$ cat src/rtl/vga_stream_out.sv
// VGA output stage: raster timing generator, fixed-latency frame-buffer fetch,
// output-aligned RGB/HS/VS/DE with underflow detection and built-in test patterns.
module vga_stream_out #(
   parameter int DW       = 16,
   parameter int H_ACTIVE = 1024,
   parameter int H_FP     = 24,
   parameter int H_SYNC   = 136,
   parameter int H_BP     = 160,
   parameter int V_ACTIVE = 768,
   parameter int V_FP     = 3,
   parameter int V_SYNC   = 6,
   parameter int V_BP     = 29,
   parameter bit HS_POL   = 1'b0,
   parameter bit VS_POL   = 1'b0,
   parameter int RD_LAT   = 2
) (
   input  logic          clk,
   input  logic          rst,
   input  logic          enable,
   input  logic [1:0]    test_mode,
   input  logic [DW-1:0] din,
   input  logic          din_vld,
   output logic          rd_req,
   output logic [DW-1:0] vga_rgb,
   output logic          vga_hsync,
   output logic          vga_vsync,
   output logic          vga_de,
   output logic          frame_start,
   output logic          underflow,
   output logic [15:0]   underflow_cnt
);

   localparam int H_TOT = H_ACTIVE + H_FP + H_SYNC + H_BP;
   localparam int V_TOT = V_ACTIVE + V_FP + V_SYNC + V_BP;
   localparam int HW    = $clog2(H_TOT);
   localparam int VW    = $clog2(V_TOT);
   localparam int BW    = HW + 3;

   localparam logic [HW-1:0] H_LAST  = HW'(H_TOT - 1);
   localparam logic [HW-1:0] H_ACT_N = HW'(H_ACTIVE);
   localparam logic [HW-1:0] HS_BEG  = HW'(H_ACTIVE + H_FP);
   localparam logic [HW-1:0] HS_END  = HW'(H_ACTIVE + H_FP + H_SYNC - 1);
   localparam logic [VW-1:0] V_LAST  = VW'(V_TOT - 1);
   localparam logic [VW-1:0] V_ACT_N = VW'(V_ACTIVE);
   localparam logic [VW-1:0] VS_BEG  = VW'(V_ACTIVE + V_FP);
   localparam logic [VW-1:0] VS_END  = VW'(V_ACTIVE + V_FP + V_SYNC - 1);

   localparam logic HS_IDLE = ~HS_POL;
   localparam logic VS_IDLE = ~VS_POL;

   typedef enum logic {IDLE, RUN} state_t;

   // One slot of the alignment pipeline: everything the output stage needs
   // about the raster position that generated it.
   typedef struct packed {
      logic       hs;
      logic       vs;
      logic       de;
      logic       fs;
      logic [1:0] mode;
      logic [2:0] bar;
   } stage_t;

   localparam stage_t STAGE_IDLE = '{hs: HS_IDLE, vs: VS_IDLE, de: 1'b0, fs: 1'b0,
                                     mode: 2'd0, bar: 3'd0};

   state_t        state_q, state_d;
   logic [HW-1:0] h_q;
   logic [VW-1:0] v_q;
   logic [1:0]    mode_q;
   logic [1:0]    mode_eff;
   logic          run, frame_first, frame_last;
   logic          h_act, v_act, h_sync, v_sync;
   logic [BW-1:0] h_x8, bar_full;
   logic [2:0]    bar_raw;
   stage_t        raw;
   stage_t        pipe_q [RD_LAT];
   stage_t        last;
   logic [DW-1:0] pix_nxt;
   logic          uf_nxt;

   function automatic logic [DW-1:0] bar_colour(input logic [2:0] bar);
      logic [15:0]   c565;
      logic [23:0]   c888;
      logic [DW-1:0] colour;
      c565 = 16'h0000;
      c888 = 24'h000000;
      case (bar)
         3'd0:    begin c565 = 16'hFFFF; c888 = 24'hFFFFFF; end
         3'd1:    begin c565 = 16'hFFE0; c888 = 24'hFFFF00; end
         3'd2:    begin c565 = 16'h07FF; c888 = 24'h00FFFF; end
         3'd3:    begin c565 = 16'h07E0; c888 = 24'h00FF00; end
         3'd4:    begin c565 = 16'hF81F; c888 = 24'hFF00FF; end
         3'd5:    begin c565 = 16'hF800; c888 = 24'hFF0000; end
         3'd6:    begin c565 = 16'h001F; c888 = 24'h0000FF; end
         default: begin c565 = 16'h0000; c888 = 24'h000000; end
      endcase
      if (DW == 24) colour = DW'(c888);
      else          colour = DW'(c565);
      return colour;
   endfunction

   assign run         = (state_q == RUN);
   assign frame_first = (h_q == '0) && (v_q == '0);
   assign frame_last  = (h_q == H_LAST) && (v_q == V_LAST);
   assign h_act       = (h_q < H_ACT_N);
   assign v_act       = (v_q < V_ACT_N);
   assign h_sync      = (h_q >= HS_BEG) && (h_q <= HS_END);
   assign v_sync      = (v_q >= VS_BEG) && (v_q <= VS_END);

   // The mode register only loads at the end of the first cycle of a frame,
   // so that cycle must already see the incoming value.
   assign mode_eff = frame_first ? test_mode : mode_q;

   assign rd_req = run && (mode_eff == 2'd0) && h_act && v_act;

   assign h_x8     = {h_q, 3'b000};
   assign bar_full = h_x8 / BW'(H_ACTIVE);
   assign bar_raw  = bar_full[2:0];

   // NOTE: sequential state uses non-blocking assignments so every register
   // samples pre-edge values regardless of statement order.
   always_ff @(posedge clk or posedge rst) begin
      if (rst) state_q <= IDLE;
      else     state_q <= state_d;
   end

   // NOTE: every signal written in an always_comb block gets a default first,
   // otherwise a missed branch infers a latch.
   always_comb begin
      state_d = state_q;
      case (state_q)
         IDLE:    if (enable) state_d = RUN;
         RUN:     if (frame_last && !enable) state_d = IDLE;
         default: state_d = IDLE;
      endcase
   end

   always_ff @(posedge clk or posedge rst) begin
      if (rst) begin
         h_q    <= '0;
         v_q    <= '0;
         mode_q <= 2'd0;
      end else if (run) begin
         if (h_q == H_LAST) begin
            h_q <= '0;
            v_q <= (v_q == V_LAST) ? '0 : v_q + VW'(1);
         end else begin
            h_q <= h_q + HW'(1);
         end
         if (frame_first) mode_q <= test_mode;
      end else begin
         h_q <= '0;
         v_q <= '0;
      end
   end

   always_comb begin
      raw = STAGE_IDLE;
      if (run) begin
         raw.hs   = h_sync ? HS_POL : HS_IDLE;
         raw.vs   = v_sync ? VS_POL : VS_IDLE;
         raw.de   = h_act && v_act;
         raw.fs   = frame_first;
         raw.mode = mode_eff;
         raw.bar  = bar_raw;
      end
   end

   // NOTE: the delay line is reset, unlike a storage RAM, because its contents
   // drive the sync outputs directly and must come out of reset inactive.
   always_ff @(posedge clk or posedge rst) begin
      if (rst) begin
         for (int i = 0; i < RD_LAT; i++) pipe_q[i] <= STAGE_IDLE;
      end else begin
         pipe_q[0] <= raw;
         for (int i = 1; i < RD_LAT; i++) pipe_q[i] <= pipe_q[i-1];
      end
   end

   assign last = pipe_q[RD_LAT-1];

   // Output stage lines up with din: a request made RD_LAT cycles ago is
   // answered in the same cycle its timing slot reaches the end of the pipe.
   always_comb begin
      pix_nxt = '0;
      uf_nxt  = 1'b0;
      if (last.de) begin
         case (last.mode)
            2'd0: begin
               if (din_vld) pix_nxt = din;
               else         uf_nxt  = 1'b1;
            end
            2'd1:    pix_nxt = bar_colour(last.bar);
            2'd2:    pix_nxt = '1;
            default: pix_nxt = '0;
         endcase
      end
   end

   always_ff @(posedge clk or posedge rst) begin
      if (rst) begin
         vga_rgb       <= '0;
         vga_hsync     <= HS_IDLE;
         vga_vsync     <= VS_IDLE;
         vga_de        <= 1'b0;
         frame_start   <= 1'b0;
         underflow     <= 1'b0;
         underflow_cnt <= 16'd0;
      end else begin
         vga_rgb     <= pix_nxt;
         vga_hsync   <= last.hs;
         vga_vsync   <= last.vs;
         vga_de      <= last.de;
         frame_start <= last.fs;
         underflow   <= uf_nxt;
         if (uf_nxt && (underflow_cnt != 16'hFFFF))
            underflow_cnt <= underflow_cnt + 16'd1;
      end
   end

endmodule

$ cat config.mk
export PLATFORM = sky130hd
export DESIGN_NAME = vga_stream_out
export DESIGN_NICKNAME = d
export VERILOG_FILES = /design/src/rtl/vga_stream_out.sv
export SDC_FILE = /design/constraint.sdc
export NUM_CORES = 1
export LEC_CHECK = 0
export CORE_MARGIN = 4
export CORE_UTILIZATION = 57
export CTS_CLUSTER_SIZE = 20
export DETAILED_ROUTE_END_ITERATION = 7
export HOLD_SLACK_MARGIN = 0.12
export PLACE_DENSITY_LB_ADDON = 0.08
export SLEW_MARGIN = 20
export SYNTH_ARGS = -nofsm -noshare
export SYNTH_HDL_FRONTEND = slang
export SYNTH_SLANG_ARGS = --single-unit
$ cat constraint.sdc
create_clock -name clk -period 5.1 [get_ports clk]
set_input_delay 0.51 -clock clk [delete_from_list [all_inputs] [get_ports clk]]
set_output_delay 0.51 -clock clk [all_outputs]
set_load 0.02 [all_outputs]
Word-level counts from Yosys, hierarchy flattened

Index checks and enable logic that the tools add are counted.

Word-level logic and storage cells: 80
Flip-flop bits (word level): 79
Output and inout bits: 38
Input bits: 22

Eq/ne operators: 12
Reduce and logical (&&, ||, !) cells: 16
Magnitude comparators: 6
Bitwise gates (word level): 1
Add/sub/neg operators: 3
Multiplexer cells: 19

Operators by type and width:

| cell                    | number |
|---|---|
| $pmux W16 S7            | 1 |
| $pmux W16 S3            | 1 |
| $mux W16                | 2 |
| $mux W10                | 3 |
| $mux W11                | 2 |
| $add A16 B1 Y16 const B | 1 |
| $ne A16 B16 Y1 const B  | 1 |
| $add A11 B1 Y11 const B | 1 |
| $eq A11 B11 Y1 const B  | 1 |
| $ge A11 B11 Y1 const B  | 1 |
| $le A11 B11 Y1 const B  | 1 |
| $logic_not A11 Y1       | 1 |
| $lt A11 B11 Y1 const B  | 1 |
| $add A10 B1 Y10 const B | 1 |
| $eq A10 B10 Y1 const B  | 1 |
| $ge A10 B10 Y1 const B  | 1 |
| $le A10 B10 Y1 const B  | 1 |
| $logic_and A1 B1 Y1     | 10 |
| $logic_not A10 Y1       | 1 |
| $lt A10 B10 Y1 const B  | 1 |
| $eq A3 B3 Y1 const B    | 3 |
| $mux W9                 | 1 |
| $mux W1                 | 7 |
| $eq A3 B2 Y1 const B    | 2 |
| other kinds (10)        | 11 |

Logic depth before layout (Yosys ltp)

Word-level depth: 7
Mapped depth: 7
Gate-level depth less buffers: 7

Worst setup path after synthesis

OpenSTA, ideal clock, no wires.

Path kind: reg-to-output
From: register v_q[0]
To: output rd_req
Stages on the path, launching flop included: 8
Arrival time: 1.650 ns
Buffers on the path: 0
Setup slack: 2.940 ns
Data required time: 4.590 ns
Cells stage by stage: dfrtp_1 inv_1 ha_1 nor4b_1 nand4_1 nor3_2 nor3b_1 o21a_1

Longest elaborated chain between the ends: 7
Elaborated cells between the ends (all ways): 8
Classes of those cells: 1 x order compare; 1 x mux; 6 x reduce/logical

Ends and longest elaborated chain:

| what                             | RTL line | text |
|---|---|---|
| start: declaration               | 69       | `logic [VW-1:0] v_q;` |
| start signal: assignment         | 147      | `v_q <= (v_q == V_LAST) ? '0 : v_q + VW'(1);` |
| $logic_not A10 Y1                | 104      | `assign frame_first = (h_q == '0) && (v_q == '0);` |
| $logic_and A1 B1 Y1              | 104      |  |
| $mux W2                          | n/a      |  |
| $logic_not A2 Y1                 | 115      | `assign rd_req = run && (mode_eff == 2'd0) && h_act && v_act;` |
| $logic_and A1 B1 Y1 (2 in a row) | 115      |  |
| $logic_and A1 B1 Y1 (*)          | 115      |  |
| end: declaration                 | 23       | `output logic rd_req,` |

Mark *: on every way between the ends. The rest lies on a longest branch, timed or not.

Worst setup path after layout

Same ends and word-level chain as after synthesis.

==> flow_metrics.tcl <==
set metrics [dict create \
    power_density_nw_per_um2 313.7 \
    hold_viol_final 0 \
    ir_drop_v 0.0002429 \
    syn_area_per_cell_um2 11.04 \
    clockRootBuffer "clkbuf_8" \
    cts_max_level 3 \
    antenna_found_initial 0 \
    yosysWarnings 0 \
    drive_gt1_frac 0.09186 \
    placedCellCount 441 \
    drc 0 \
    ioPinCount 60 \
    fillers 442 \
    clk_pin_slew_worst_paths_ns 0.08 \
    wl_per_cell_um 14.53 \
    cts_inserted_buffers 9 \
    ys_ff_latch 79 \
    dpl_worst_slack_ns 2.206 \
    die_area_um2 7476 \
    syn_area_um2 3510 \
    hold_path_class "reg -> reg" \
    synth_edf_count 0 \
    die_h_um 86.47 \
    insertion_delay_ns 0.34 \
    fin_cells 456 \
    grt_max_degree 42 \
    synth_top_flop_cell "dfrtp_1" \
    n_antenna_cell 0 \
    clkSinkCount 79 \
    cts_buffer_depth 2 \
    row_count 28 \
    via_per_inst 5.408 \
    maxCapViolCount 0 \
    cts_tree "yes" \
    fp.dieW_um 86.47 \
    register_area_um2 1984 \
    fin_crit_ns 3.271 \
    end_kind "primary output" \
    finalSetupTns_ns 0 \
    synthesis.nets 346 \
    cp.required_ns 4.59 \
    maxClockFrequency_mhz 305.7 \
    setup_viol 0 \
    maxSlewHeadroom 0.3963 \
    start_util 0.5893 \
    syn_to_final_growth_pct 23.92 \
    port_buffers 59 \
    ctsHoldBuffers 0 \
    drt_iter0_drc 133 \
    drtAntennaViolNets 0 \
    cp.arrival_ns 2.76 \
    multiInputGateArea_um2 1428 \
    core-area_um2 5956 \
    grt_pass1_vias 2361 \
    cp-start-kind "flop" \
    place_hpwl_um 4481 \
    routed_wirelength_um 6625 \
    cts_setup_buffers 0 \
    max_slew.worst_pin.slew_ns 0.9025 \
    post-route-util 0.7303 \
    synth_cell_types 46 \
    grt_pass1_wl_um 11550 \
    cts_resized 0 \
    skew_ns 0.009096 \
    track_usage 0.1968 \
    status "finished clean" \
    firstDrtPassIters 6 \
    async_flop_share 1.000 \
    setup_ws_ns 1.829 \
    critPathMaxFanout 6 \
    num-nets-final 405 \
    gp_congestion 0.8086 \
    leakage_nw 1.991 \
    vias 2466 \
    synth_cells 318 \
    ys_seq_area_frac 0.5654 \
    critPathKind "reg -> out" \
    gr-total-overflow 0 \
    finalMaxSlewViolations 0 \
    min_period_over_period 0.6413 \
    rsz0062_at_grt "no" \
]
worst paths after layout:
path,start,end,slack (ns),cells after the start
hold / removal,pipe_q[14],last[5],0.34,0
hold reg to reg,pipe_q[14],last[5],0.34,0
setup reg to reg,h_q[7],v_q[4],2.68,5
max in group asynchronous,rst,vga_vsync,3.43,3
min in group asynchronous,rst,underflow_cnt[10],0.65,2
setup / recovery,v_q[0],rd_req,1.83,8
report_power, final:
group / switching, mW / leakage [nW] / total (mW) / internal (mW)
clock network: 0.210 / 0.109 / 0.495 / 0.285
logic: 0.0886 / 0.896 / 0.181 / 0.0922
registers: 0.0321 / 0.985 / 0.689 / 0.656
total: 0.331 / 1.99 / 1.36 / 1.03
final cells by class:
| cell class | instances | area share |
|---|---|---|
| Inverter | 9 | 0.007768 |
| Clock inverter | 4 | 0.01611 |
| Multi-Input combinational cell | 218 | 0.3283 |
| Clock buffer | 11 | 0.03251 |
| Sequential cell | 79 | 0.4563 |
| Tap cell | 75 | 0.02158 |
| Timing Repair Buffer | 60 | 0.1375 |
layer usage:
layer | up-vias | routed length, um | global-route usage
li1 | 1204 | - | -
met1 | 1178 | 2986 | 0.2745
met2 | 76 | 3160 | 0.2990
met3 | 8 | 395 | 0.05323
met4 | 0 | 83 | 0.06941
met5 | - | 0 | 0
Yosys cell counts, drive strengths merged, types with 3 or more instances:
cell type	n	area [um^2]
dfrtp	73	1827
nor2	43	163.9
xor2	21	183.9
nand2	20	82.58
a21oi	17	85.08
o21a	17	127.6
nand3	14	70.07
and2	10	63.81
xnor2	10	87.58
inv	9	33.78
nor3	9	50.05
clkbuf	8	30.03
and3	7	46.29
nand4	7	43.79
dfstp	6	157.7
ha	6	75.07
nor4	5	46.29
and4	4	35.03
buf	4	33.78
mux2	3	33.78
nand2b	3	18.77
nor4b	3	41.29
state kept, by name (all words and copies together) (netlist names):
name           count
vga_hsync          1
vga_vsync          1
v_q               10
vga_de             1
run                1
last               9
pipe_q             9
h_q               11
vga_rgb           16
mode_q             2
underflow          1
underflow_cnt     16
frame_start        1
cells by family (layout without fill, tap and decap cells):
logic type	count (synthesis)	count (layout)	synth area share
xor gates and xnor gates	31	31	0.07736
adders and majority gates	6	6	0.02139
DFF	79	79	0.5654
buffers and inverters	21	84	0.02781
and+or+nand+nor	131	131	0.2021
AOI/OAI and AO/OA	45	45	0.09055
muxes	5	5	0.01533
worst max-delay path, cell delays in order, from the launching register on:
cell and delay (ns):
dfrtp_1 0.45, inv_1 0.08, ha_1 0.14, nor4b_1 0.27, nand4_1 0.18, nor3_2 0.32, nor3b_1 0.22, o21a_1 0.15
clkdlybuf4s50_1 0.59
metrics by stage:
step | total power, mW | hold WS [ns] | area [um^2]
after detailed placement | 0.8824 | 0.3347 | 4138
after global placement | 0.8771 | 0.3313 | 4138
after global routing | 1.435 | 0.3580 | 4349
after floorplan | 0.7881 | 0.3312 | 3510
final | 1.364 | 0.3449 | 4349
after CTS | 1.380 | 0.3449 | 4349
cell usage in the layout, fill, tap and decap left out, drive strengths merged, types with 3 or more instances in the layout:
master	netlist	routed
nor2	43	43
dfstp	6	6
mux2	3	3
nand2b	3	3
and2	10	10
clkdlybuf4s50	0	59
nand3	14	14
nand2	20	20
ha	6	6
dfrtp	73	73
xor2	21	21
clkbuf	8	11
a21oi	17	17
and4	4	4
nor4	5	5
and3	7	7
o21a	17	17
nor3	9	9
nor4b	3	3
inv	9	9
xnor2	10	10
nand4	7	7
No activity file was read; power rests on OpenSTA's default activity.
